<file path="config.mk">
export PLATFORM = sky130hd
export DESIGN_NAME = led_pio_ctrl
export DESIGN_NICKNAME = d
export VERILOG_FILES = /design/src/rtl/led_pio_ctrl.sv
export SDC_FILE = /design/constraint.sdc
export NUM_CORES = 1
export LEC_CHECK = 0
export ABC_AREA = 1
export CAP_MARGIN = 40
export CORE_MARGIN = 2
export CORE_UTILIZATION = 55
export DETAILED_ROUTE_END_ITERATION = 8
export GPL_TIMING_DRIVEN = 1
export MAX_ROUTING_LAYER = met4
export PLACE_DENSITY_LB_ADDON = 0.2
export SYNTH_ARGS = -nofsm -noshare
export SYNTH_HDL_FRONTEND = slang
export SYNTH_SLANG_ARGS = --single-unit
</file>
<file path="constraint.sdc">
create_clock -name clk -period 4.51 [get_ports clk]
set_input_delay 1.1275 -clock clk [delete_from_list [all_inputs] [get_ports clk]]
set_output_delay 1.1275 -clock clk [all_outputs]
set_load 0.1 [all_outputs]
</file>
<file path="src/rtl/led_pio_ctrl.sv">
// Avalon-MM LED/output-port controller: DATA/MODE/PERIOD/DUTY registers,
// atomic set/clear/toggle writes, per-bit blink and global PWM brightness.
module led_pio_ctrl #(
    parameter int unsigned                WIDTH        = 10,
    parameter logic [WIDTH-1:0]           RESET_VALUE  = WIDTH'(5),
    parameter int unsigned                PERIOD_BITS  = 16,
    parameter logic [PERIOD_BITS-1:0]     PERIOD_RESET = '0
) (
    input  logic              clk,
    input  logic              reset_n,
    input  logic [2:0]        address,
    input  logic              chipselect,
    input  logic              write_n,
    input  logic [31:0]       writedata,
    output logic [31:0]       readdata,
    output logic [WIDTH-1:0]  out_port
);

    localparam logic [2:0] AddrData   = 3'd0;
    localparam logic [2:0] AddrMode   = 3'd1;
    localparam logic [2:0] AddrPeriod = 3'd2;
    localparam logic [2:0] AddrDuty   = 3'd3;
    localparam logic [2:0] AddrSet    = 3'd4;
    localparam logic [2:0] AddrClear  = 3'd5;
    localparam logic [2:0] AddrToggle = 3'd6;
    localparam logic [2:0] AddrStatus = 3'd7;

    logic [WIDTH-1:0]       data_q, data_d;
    logic [WIDTH-1:0]       mode_q, mode_d;
    logic [PERIOD_BITS-1:0] period_q, period_d;
    logic [7:0]             duty_q, duty_d;
    logic [PERIOD_BITS-1:0] cnt_q, cnt_d;
    logic                   phase_q, phase_d;
    logic [7:0]             pwm_cnt_q, pwm_cnt_d;
    logic [WIDTH-1:0]       out_q, out_d;

    logic                   wr_en;
    logic [WIDTH-1:0]       wd;
    logic                   pwm_on;
    logic                   unused_writedata;

    assign wr_en            = chipselect & ~write_n;
    assign wd               = writedata[WIDTH-1:0];
    assign unused_writedata = ^writedata;

    // Register-file next state, including the read-modify-write aliases.
    always_comb begin
        data_d   = data_q;
        mode_d   = mode_q;
        period_d = period_q;
        duty_d   = duty_q;
        if (wr_en) begin
            case (address)
                AddrData:   data_d   = wd;
                AddrMode:   mode_d   = wd;
                AddrPeriod: period_d = writedata[PERIOD_BITS-1:0];
                AddrDuty:   duty_d   = writedata[7:0];
                AddrSet:    data_d   = data_q | wd;
                AddrClear:  data_d   = data_q & ~wd;
                AddrToggle: data_d   = data_q ^ wd;
                default:    ;  // STATUS is read-only
            endcase
        end
    end

    // Blink prescaler and PWM counter; a PERIOD write restarts the prescaler
    // without toggling, even if the old terminal count was reached.
    always_comb begin
        cnt_d     = cnt_q;
        phase_d   = phase_q;
        pwm_cnt_d = pwm_cnt_q + 8'd1;
        if (wr_en && (address == AddrPeriod)) begin
            cnt_d = '0;
        end else if (cnt_q == period_q) begin
            cnt_d   = '0;
            phase_d = ~phase_q;
        end else begin
            cnt_d = cnt_q + PERIOD_BITS'(1);
        end
    end

    // Output drive: blink-gated data, then globally gated by PWM.
    always_comb begin
        pwm_on = (duty_q == 8'hFF) || (pwm_cnt_q < duty_q);
        out_d  = data_q & (~mode_q | {WIDTH{phase_q}}) & {WIDTH{pwm_on}};
    end

    // State registers with asynchronous reset.
    always_ff @(posedge clk or negedge reset_n) begin
        if (!reset_n) begin
            data_q    <= RESET_VALUE;
            mode_q    <= '0;
            period_q  <= PERIOD_RESET;
            duty_q    <= 8'hFF;
            cnt_q     <= '0;
            phase_q   <= 1'b1;
            pwm_cnt_q <= 8'd0;
            out_q     <= RESET_VALUE;
        end else begin
            data_q    <= data_d;
            mode_q    <= mode_d;
            period_q  <= period_d;
            duty_q    <= duty_d;
            cnt_q     <= cnt_d;
            phase_q   <= phase_d;
            pwm_cnt_q <= pwm_cnt_d;
            out_q     <= out_d;
        end
    end

    // Zero-wait-state read mux; write-only addresses and unused bits read 0.
    always_comb begin
        readdata = '0;
        case (address)
            AddrData:   readdata[WIDTH-1:0]       = data_q;
            AddrMode:   readdata[WIDTH-1:0]       = mode_q;
            AddrPeriod: readdata[PERIOD_BITS-1:0] = period_q;
            AddrDuty:   readdata[7:0]             = duty_q;
            AddrStatus: begin
                readdata[0]    = phase_q;
                readdata[15:8] = pwm_cnt_q;
            end
            default:    readdata = '0;
        endcase
    end

    assign out_port = out_q;

endmodule
</file>
-- Word-level counts from Yosys, hierarchy flattened
Index checks and enable logic that the tools add are counted.
W data, S select, Z words.
- flip-flop bits (word level): 79
- latch bits: 0
- RAM bits: 0
- memory bits (read-only): 0
- input bits: 39
- output and inout bits: 42
- logic and storage cells: 48
- memories kept: 0
- add/subtract/negate cells: 2
- multiply operators: 0
- div/mod/pow operators: 0
- $lt $le $gt $ge: 1
- equality and inequality tests: 9
- shifts and indexed selects: 0
- muxes and demuxes: 7
- bitwise operators: 12
- reduce and logical (&&, ||, !) cells: 9
- operator list (cell ; number):
    $pmux W10 S4 ; 1
    $mux W16 ; 2
    $and A10 B10 Y10 ; 3
    $pmux W7 S4 ; 1
    $not A10 Y10 ; 2
    $or A10 B10 Y10 ; 2
    $add A16 B1 Y16 const B ; 1
    $eq A16 B16 Y1 ; 1
    $eq A3 B3 Y1 const B ; 4
    $pmux W6 S2 ; 1
    $reduce_and A2 Y1 ; 5
    $xor A10 B10 Y10 ; 1
    $add A8 B1 Y8 const B ; 1
    $eq A8 B8 Y1 const B ; 1
    $lt A8 B8 Y1 ; 1
    $pmux W2 S4 ; 1
    $eq A3 B2 Y1 const B ; 2
    $pmux W1 S5 ; 1
    $reduce_bool A4 Y1 ; 1
    $eq A3 B1 Y1 const B ; 1
    $logic_not A3 Y1 ; 1
    $not A1 Y1 ; 3
    $and A1 B1 Y1 ; 1
    $logic_and A1 B1 Y1 ; 1
    $logic_or A1 B1 Y1 ; 1

-- Logic depth before layout (Yosys ltp)
Gate-level depths: netlist of the first run.
- depth after elaboration: 5
- gate-level depth with buffers: 10
- mapped depth without buffers: 9

-- Least setup slack after synthesis of the first run
No wires, ideal clock.
- path kind: in2out
- from: in address[2]
- to: out readdata[10]
- arrival: 3.688 ns
- required time: 3.383 ns
- setup slack: -0.305 ns
- cell stages on the path: 4
- buffers on the path: 1
- path through: buf_4 -> inv_4 -> nand3_4 -> o21ai_0
- longest elaborated chain between the ends: 2
- elaborated cells on any way between the ends: 3
- those cells by class: eq/ne (2); mux (1)
- RTL lines (item ; line ; RTL):
    from (decl) ; 11 ; input logic [2:0] address,
    $eq A3 B3 Y1 or $eq A3 B2 Y1 (tied branches) ; 114 ; case (address)
    $pmux W6 S2 (*) ; 114 ;
    to (decl) ; 15 ; output logic [31:0] readdata,
Every way passes the cells marked *; elsewhere a longest branch is shown, timed or not.

-- Worst setup path after layout of the first run
- from: in address[1]
- to: out readdata[8]
- longest elaborated chain between the ends: 2
- elaborated cells on any way between the ends: 5
- those cells by class: eq/ne (3); mux (1); reduce/logical (1)
- RTL lines (item ; line):
    $eq A3 B3 Y1, or another cell as far along ; 114
    $pmux W2 S4 (*) ; 114
Marked as above.

==> results of run 1 <==
-- power groups by stage --
stage	logic, µW	clock network [µW]	registers, µW
2_1_floorplan	556	0	1120
3_3_place_gp	903	0	996
3_5_place_dp	1000	0	1000
4_1_cts	1010	544	992
5_1_grt	1090	574	1010
6_report	1010	537	995
-- registers in the layout, summed over array words and instances, names as in the netlist --
signal,count
cnt_q,16
pwm_cnt_q,8
mode_q,10
data_q,10
out_port,10
phase_q,1
period_q,16
duty_q,8
-- worst max path at each step --
stage	start	end	slack, ns
2_1_floorplan	address[2]	readdata[10]	-0.31
4_1_cts	address[1]	readdata[8]	0.31
3_3_place_gp	address[1]	readdata[8]	0.36
3_5_place_dp	address[1]	readdata[8]	0.34
6_report	address[1]	readdata[8]	0.30
5_1_grt	address[1]	readdata[8]	0.20
-- layer usage --
metal / up-vias / track usage / wire, µm
met5: - / - / 0
met4: 0 / 0.0994 / 267
met3: 22 / 0.0403 / 711
met2: 164 / 0.396 / 5670
met1: 1980 / 0.354 / 5060
li1: 1999 / - / -
-- final cells by class --
cell class                      instances  area (µm²)
Clock inverter                          6        60.1
Timing Repair Buffer                   63         846
Multi-Input combinational cell        416        2310
Clock buffer                           10         138
Inverter                               91         344
Sequential cell                        79        1990
Fill cell                             702        2770
Tap cell                              108         135
-- critical path, delay by kind of cell --
| family | cells | cell delay (ns) |
|---|---|---|
| and+or+nand+nor | 2 | 0.41 |
| buffers and inverters | 3 | 1.15 |
| AOI/OAI and AO/OA | 1 | 0.40 |
-- cells by family after synthesis --
| logic type | synth area share |
|---|---|
| other | 0.000781 |
| adder cells (fa/ha/maj) | 0.0755 |
| flip-flops | 0.415 |
| AND/OR/NAND/NOR | 0.237 |
| buffers and inverters | 0.117 |
| XOR/XNOR | 0.0383 |
| AO/OA/AOI/OAI | 0.117 |
-- metrics by stage --
step | area (µm²) | total power, µW | utilization | std cells
2_1_floorplan | 4860 | 1680 | - | 614
3_3_place_gp | 5450 | 1900 | 0.634 | 746
3_5_place_dp | 5620 | 2010 | 0.654 | 757
4_1_cts | 5820 | 2540 | 0.677 | 773
5_1_grt | 5820 | 2680 | 0.677 | 773
6_report | 5820 | 2540 | 0.677 | 773
-- placed cells by master (no fill, tap or decap), drive strengths merged, types with 10 or more instances in the layout --
cell type,netlist,routed
clkbuf,2,10
xor2,20,20
nor2,57,57
clkdlybuf4s50,0,31
dfrtp,66,66
buf,26,32
nand3,27,27
inv,90,90
a21oi,14,14
dfstp,13,13
nand2,153,153
conb,1,16
ha,29,29
o21ai,64,64
==> qor.yml, run 1 <==
finalSetupTns_ns: 0
arrival_ns: 3.09
maxCapViolCount: 0
ys_seq_area_frac: 0.415
post_cts_resized: 0
yosys_warnings: 0
final_antenna_net_count: 0
layout.nets: 728
wirelength_um: 11700
period_minus_slack_ns: 4.21
finalCritPeriodShare: 0.934
grt.total_usage: 0.260
whs_ns: 0.489
antenna_found_initial: 0
grt_max_degree: 52
wire_per_inst_um: 15.1
clk_latency_ns: 0.36
row_count: 34
globalplace.congestion: 0.913
ys_top_cells_by_count: "nand2_1 (150), inv_1 (82), dfrtp_1 (66)"
startpoint_type: "input port"
antenna_cells: 0
dr.pass1.iters: 5
grt_overflow: 0
synthCells: 599
vias: 4165
die_w_um: 97.5
area_growth_pct: 21.2
syn_area_um2: 4800
cp.required_ns: 3.38
tightest_slew_ns: 0.692
holdPathEnd: "cnt_q[0]"
hold_violations: 0
place_ws_ns: 0.338
path_common_cell: "nand2_1"
leakagePower_uw: 0.00276
intPower_uw: 1470
status: "finished, final reports clean"
finClkSkew_ns: 0.00742
die-area_um2: 9500
end_kind: "output port"
setup_violations: 0
critPathKind: "in -> out"
hold_path_class: "reg -> reg"
yosys.area.top_type: "dfrtp_1"
core_um2: 8590
ctsHoldBuffers: 0
ioPinCount: 81
r2r_cells: 6
critPathMaxStageDelay_ns: 0.70
vias_per_cell: 5.39
synth_area_leaders: "dfrtp_1 (34%), nand2_1 (12%), ha_1 (7.6%)"
synth_top_area_frac: 0.344
min_delay_path_depth: 1
yosysMostFrequentCell: "nand2_1"
die_h_um: 97.5
cts.sinks: 79
hpwl_um: 8890
post-cts-setup-buffer-count: 0
rsz0062_at_grt: "no"
synth_cell_type_count: 37
clk_pin_slew_worst_paths_ns: 0.08
swShare: 0.420
p_switching_uw: 1070
grt_pass1_vias: 3896
cellPowerDensity_nw_per_um2: 436
report.final.slew_viol_count: 0
vdd_drop_max_v: 0.000241
p_seq_frac: 0.392
syn_area_per_cell_um2: 8.02
relSlewSlack: 0.537
root_buffer: "clkbuf_8"
critPathMaxFanout: 6
drt_iter0_markers: 317
start_util: 0.559
clk_path_buf_depth: 2
drc: 0
io_buffer_count: 48
async_flop_share: 1.00
r2r-start: "duty_q[7]"
htree_levels: 3
fmax_mhz: 237
hp-start: "cnt_q[0]"
cts_tree: "yes"
pwr-share-clk: 0.212
synth-edff-count: 0
r2r_setup_slack_ns: 2.74
synth_ff_type: "dfrtp_1"
crit_chain: "clkdlybuf4s50_1 -> nand2_1 -> inv_1 -> nand2_1 -> o2111ai_1 -> buf_12"
layout-drive-gt1-share: 0.143
crit_slowest_cell: "clkdlybuf4s50_1"
rr_endpoint: "out_port[6]"
cts_made_buffers: 9
grt_pass1_wl_um: 19000
pwr-share-comb: 0.396
ys_ff_latch: 79
finalWorstSetupSlack_ns: 0.297
Note: power is estimated with default switching activity, not from simulation.
==> run 2: changes to the inputs <==
--- a/config.mk
+++ b/config.mk
@@ -10,6 +10,7 @@
 export CORE_MARGIN = 2
 export CORE_UTILIZATION = 55
 export DETAILED_ROUTE_END_ITERATION = 8
+export DONT_BUFFER_PORTS = 1
 export GPL_TIMING_DRIVEN = 1
 export MAX_ROUTING_LAYER = met4
 export PLACE_DENSITY_LB_ADDON = 0.2
==> qor.yml, run 2 (same netlist as run 1, synthesis figures left out) <==
status: "finished, final reports clean"
clk_path_buf_depth: 2  # unchanged
clk_pin_slew_worst_paths_ns: 0.09  # about the same
p_switching_uw: 1010  # -4.9%
arrival_ns: 2.42  # -0.67 ns
p_seq_frac: 0.490  # +0.098
cts_made_buffers: 9  # unchanged
dr.pass1.iters: 5  # unchanged
pwr-share-comb: 0.284  # -0.112
hold_path_class: "in -> async"
layout_commonest_cell: "nand2_1"
pwr-share-clk: 0.226  # +0.014
row_count: 34  # unchanged
core_um2: 8590  # unchanged
final_antenna_net_count: 0  # unchanged
ioPinCount: 81  # unchanged
grt.total_usage: 0.250  # -0.00979
end_kind: "output port"
dpl_cell_area_um2: 5000  # -11%
hpwl_um: 8420  # -5.3%
ctsHoldBuffers: 0  # unchanged
root_buffer: "clkbuf_8"
grt_pass1_vias: 3712  # -4.7%
hold_violations: 0  # unchanged
drt_iter0_markers: 245  # -23%
post-cts-setup-buffer-count: 0  # unchanged
vias: 3897  # -6.4%
rsz0062_at_grt: "no"
stdcell_area_um2: 5190  # -11%
critPathMaxStageDelay_ns: 0.44  # -0.26 ns
cp_top_family: "buffers and inverters"
path_buf_inv: 3  # unchanged
antenna_found_initial: 0  # unchanged
swShare: 0.432  # +0.0119
antenna_cells: 0  # unchanged
cts.sinks: 79  # unchanged
grt_pass1_wl_um: 18200  # -4.3%
reg.largest.list: "cnt_q x16, period_q x16"
critPathKind: "in -> out"
die_h_um: 97.5  # unchanged
place_ws_ns: 0.957  # +0.619 ns
finalWorstSetupSlack_ns: 0.960  # +0.663 ns
crit_slowest_cell: "nand3_1"
htree_levels: 3  # unchanged
tightest_slew_ns: 0.863  # +0.171 ns
startpoint_type: "input port"
finalSetupTns_ns: 0  # unchanged
whs_ns: 0.455  # -0.0345 ns
finalCritPeriodShare: 0.787  # -0.147
layout-drive-gt1-share: 0.152  # +0.00900
die_w_um: 97.5  # unchanged
area_growth_pct: 8.13
layout_common_cells: "nand2_1 (150), inv_1 (82), dfrtp_1 (66)"
fmax_mhz: 282  # +19%
grt_overflow: 0  # unchanged
layout.nets: 682  # -6.3%
clk_latency_ns: 0.36  # about the same
setup_violations: 0  # unchanged
report.final.slew_viol_count: 0  # unchanged
intPower_uw: 1330  # -9.4%
vdd_drop_max_v: 0.000204  # -15%
wirelength_um: 11100  # -4.9%
grt_max_degree: 80  # +54%
crit_chain: "inv_4 -> nand3_1 -> inv_1 -> nand2_1 -> o2111ai_2 -> buf_4"
fillers: 778  # +11%
drc: 0  # unchanged
critPathMaxFanout: 9  # +3
leakagePower_uw: 0.00251  # -8.9%
globalplace.congestion: 0.882  # -3.4%
period_minus_slack_ns: 3.55  # -0.663 ns
maxCapViolCount: 0  # unchanged
finClkSkew_ns: 0.0176  # +0.0101 ns
vias_per_cell: 5.36  # -0.51%
utilization: 0.604  # -0.0731
die-area_um2: 9500  # unchanged
cts_tree: "yes"
relSlewSlack: 0.425  # -0.113
wire_per_inst_um: 15.3  # +1.1%
io_buffer_count: 0  # -100%
cp.required_ns: 3.38  # about the same
post_cts_resized: 0  # unchanged
cellPowerDensity_nw_per_um2: 452  # +3.7%
start_util: 0.559  # unchanged
-- run 2: cell types whose count changed in the layout (fill, tap and decap cells not counted), moves of 3 or more --
cell	delta
o221ai_2	+7
o2111ai_1	-3
buf_8	-10
buf_4	+12
clkdlybuf4s50_1	-31
o22ai_2	+4
buf_12	-16
o221ai_1	-7
o22ai_1	-4
o2111ai_2	+3
-- run 2: routing by layer --
layer  up-vias  GRT usage  routed length (µm)
met1      1853      0.339                5020
met5         -          -                   0
li1       1912          -                   -
met3        22     0.0367                 613
met4         0      0.104                 294
met2       110      0.380                5200
-- run 2: area by class of cell --
type                            instances  area [µm²]  area share
Sequential cell                        79        1990       0.384
Tap cell                              108         135      0.0260
Multi-Input combinational cell        416        2400       0.462
Inverter                               91         344      0.0662
Clock buffer                           12         145      0.0279
Clock inverter                          4        47.5     0.00915
Timing Repair Buffer                   17         128      0.0246
-- run 2: path summary, 6_finish.rpt --
path                                  from            to  slack, ns  cells past startpoint
worst min-delay path               reset_n  period_q[10]       0.45                      0
worst min register to register   duty_q[5]     duty_q[5]       0.49                      2
min in group clk                 duty_q[5]     duty_q[5]       0.49                      2
worst max-delay path            address[2]   readdata[9]       0.96                      6
max in group asynchronous          reset_n     duty_q[6]       3.83                      0
worst max register to register   duty_q[1]   out_port[5]       2.80                      9
-- run 2: power groups by stage --
stage	Clock [µW]	Sequential [µW]	Combinational (µW)
floorplan	0	1120	556
global placement	0	1150	641
detailed placement	0	1160	666
CTS	539	1150	669
global route	567	1170	748
finish	530	1150	667
-- run 2: metrics by stage --
| step | power (µW) | std cells |
|---|---|---|
| 6_report | 2350 | 727 |
| 5_1_grt | 2480 | 727 |
| 4_1_cts | 2360 | 727 |
| 3_5_place_dp | 1830 | 711 |
| 3_3_place_gp | 1800 | 710 |
| 2_1_floorplan | 1680 | 614 |
-- run 2: worst register-to-register path, stage by stage (launching register included) --
cell	delay, ns
dfstp_2	0.59
inv_1	0.06
ha_1	0.27
o21ai_0	0.07
nand2_1	0.07
nand2_1	0.06
nand2_1	0.05
nand2_1	0.06
nand2_1	0.20
a21oi_1	0.21
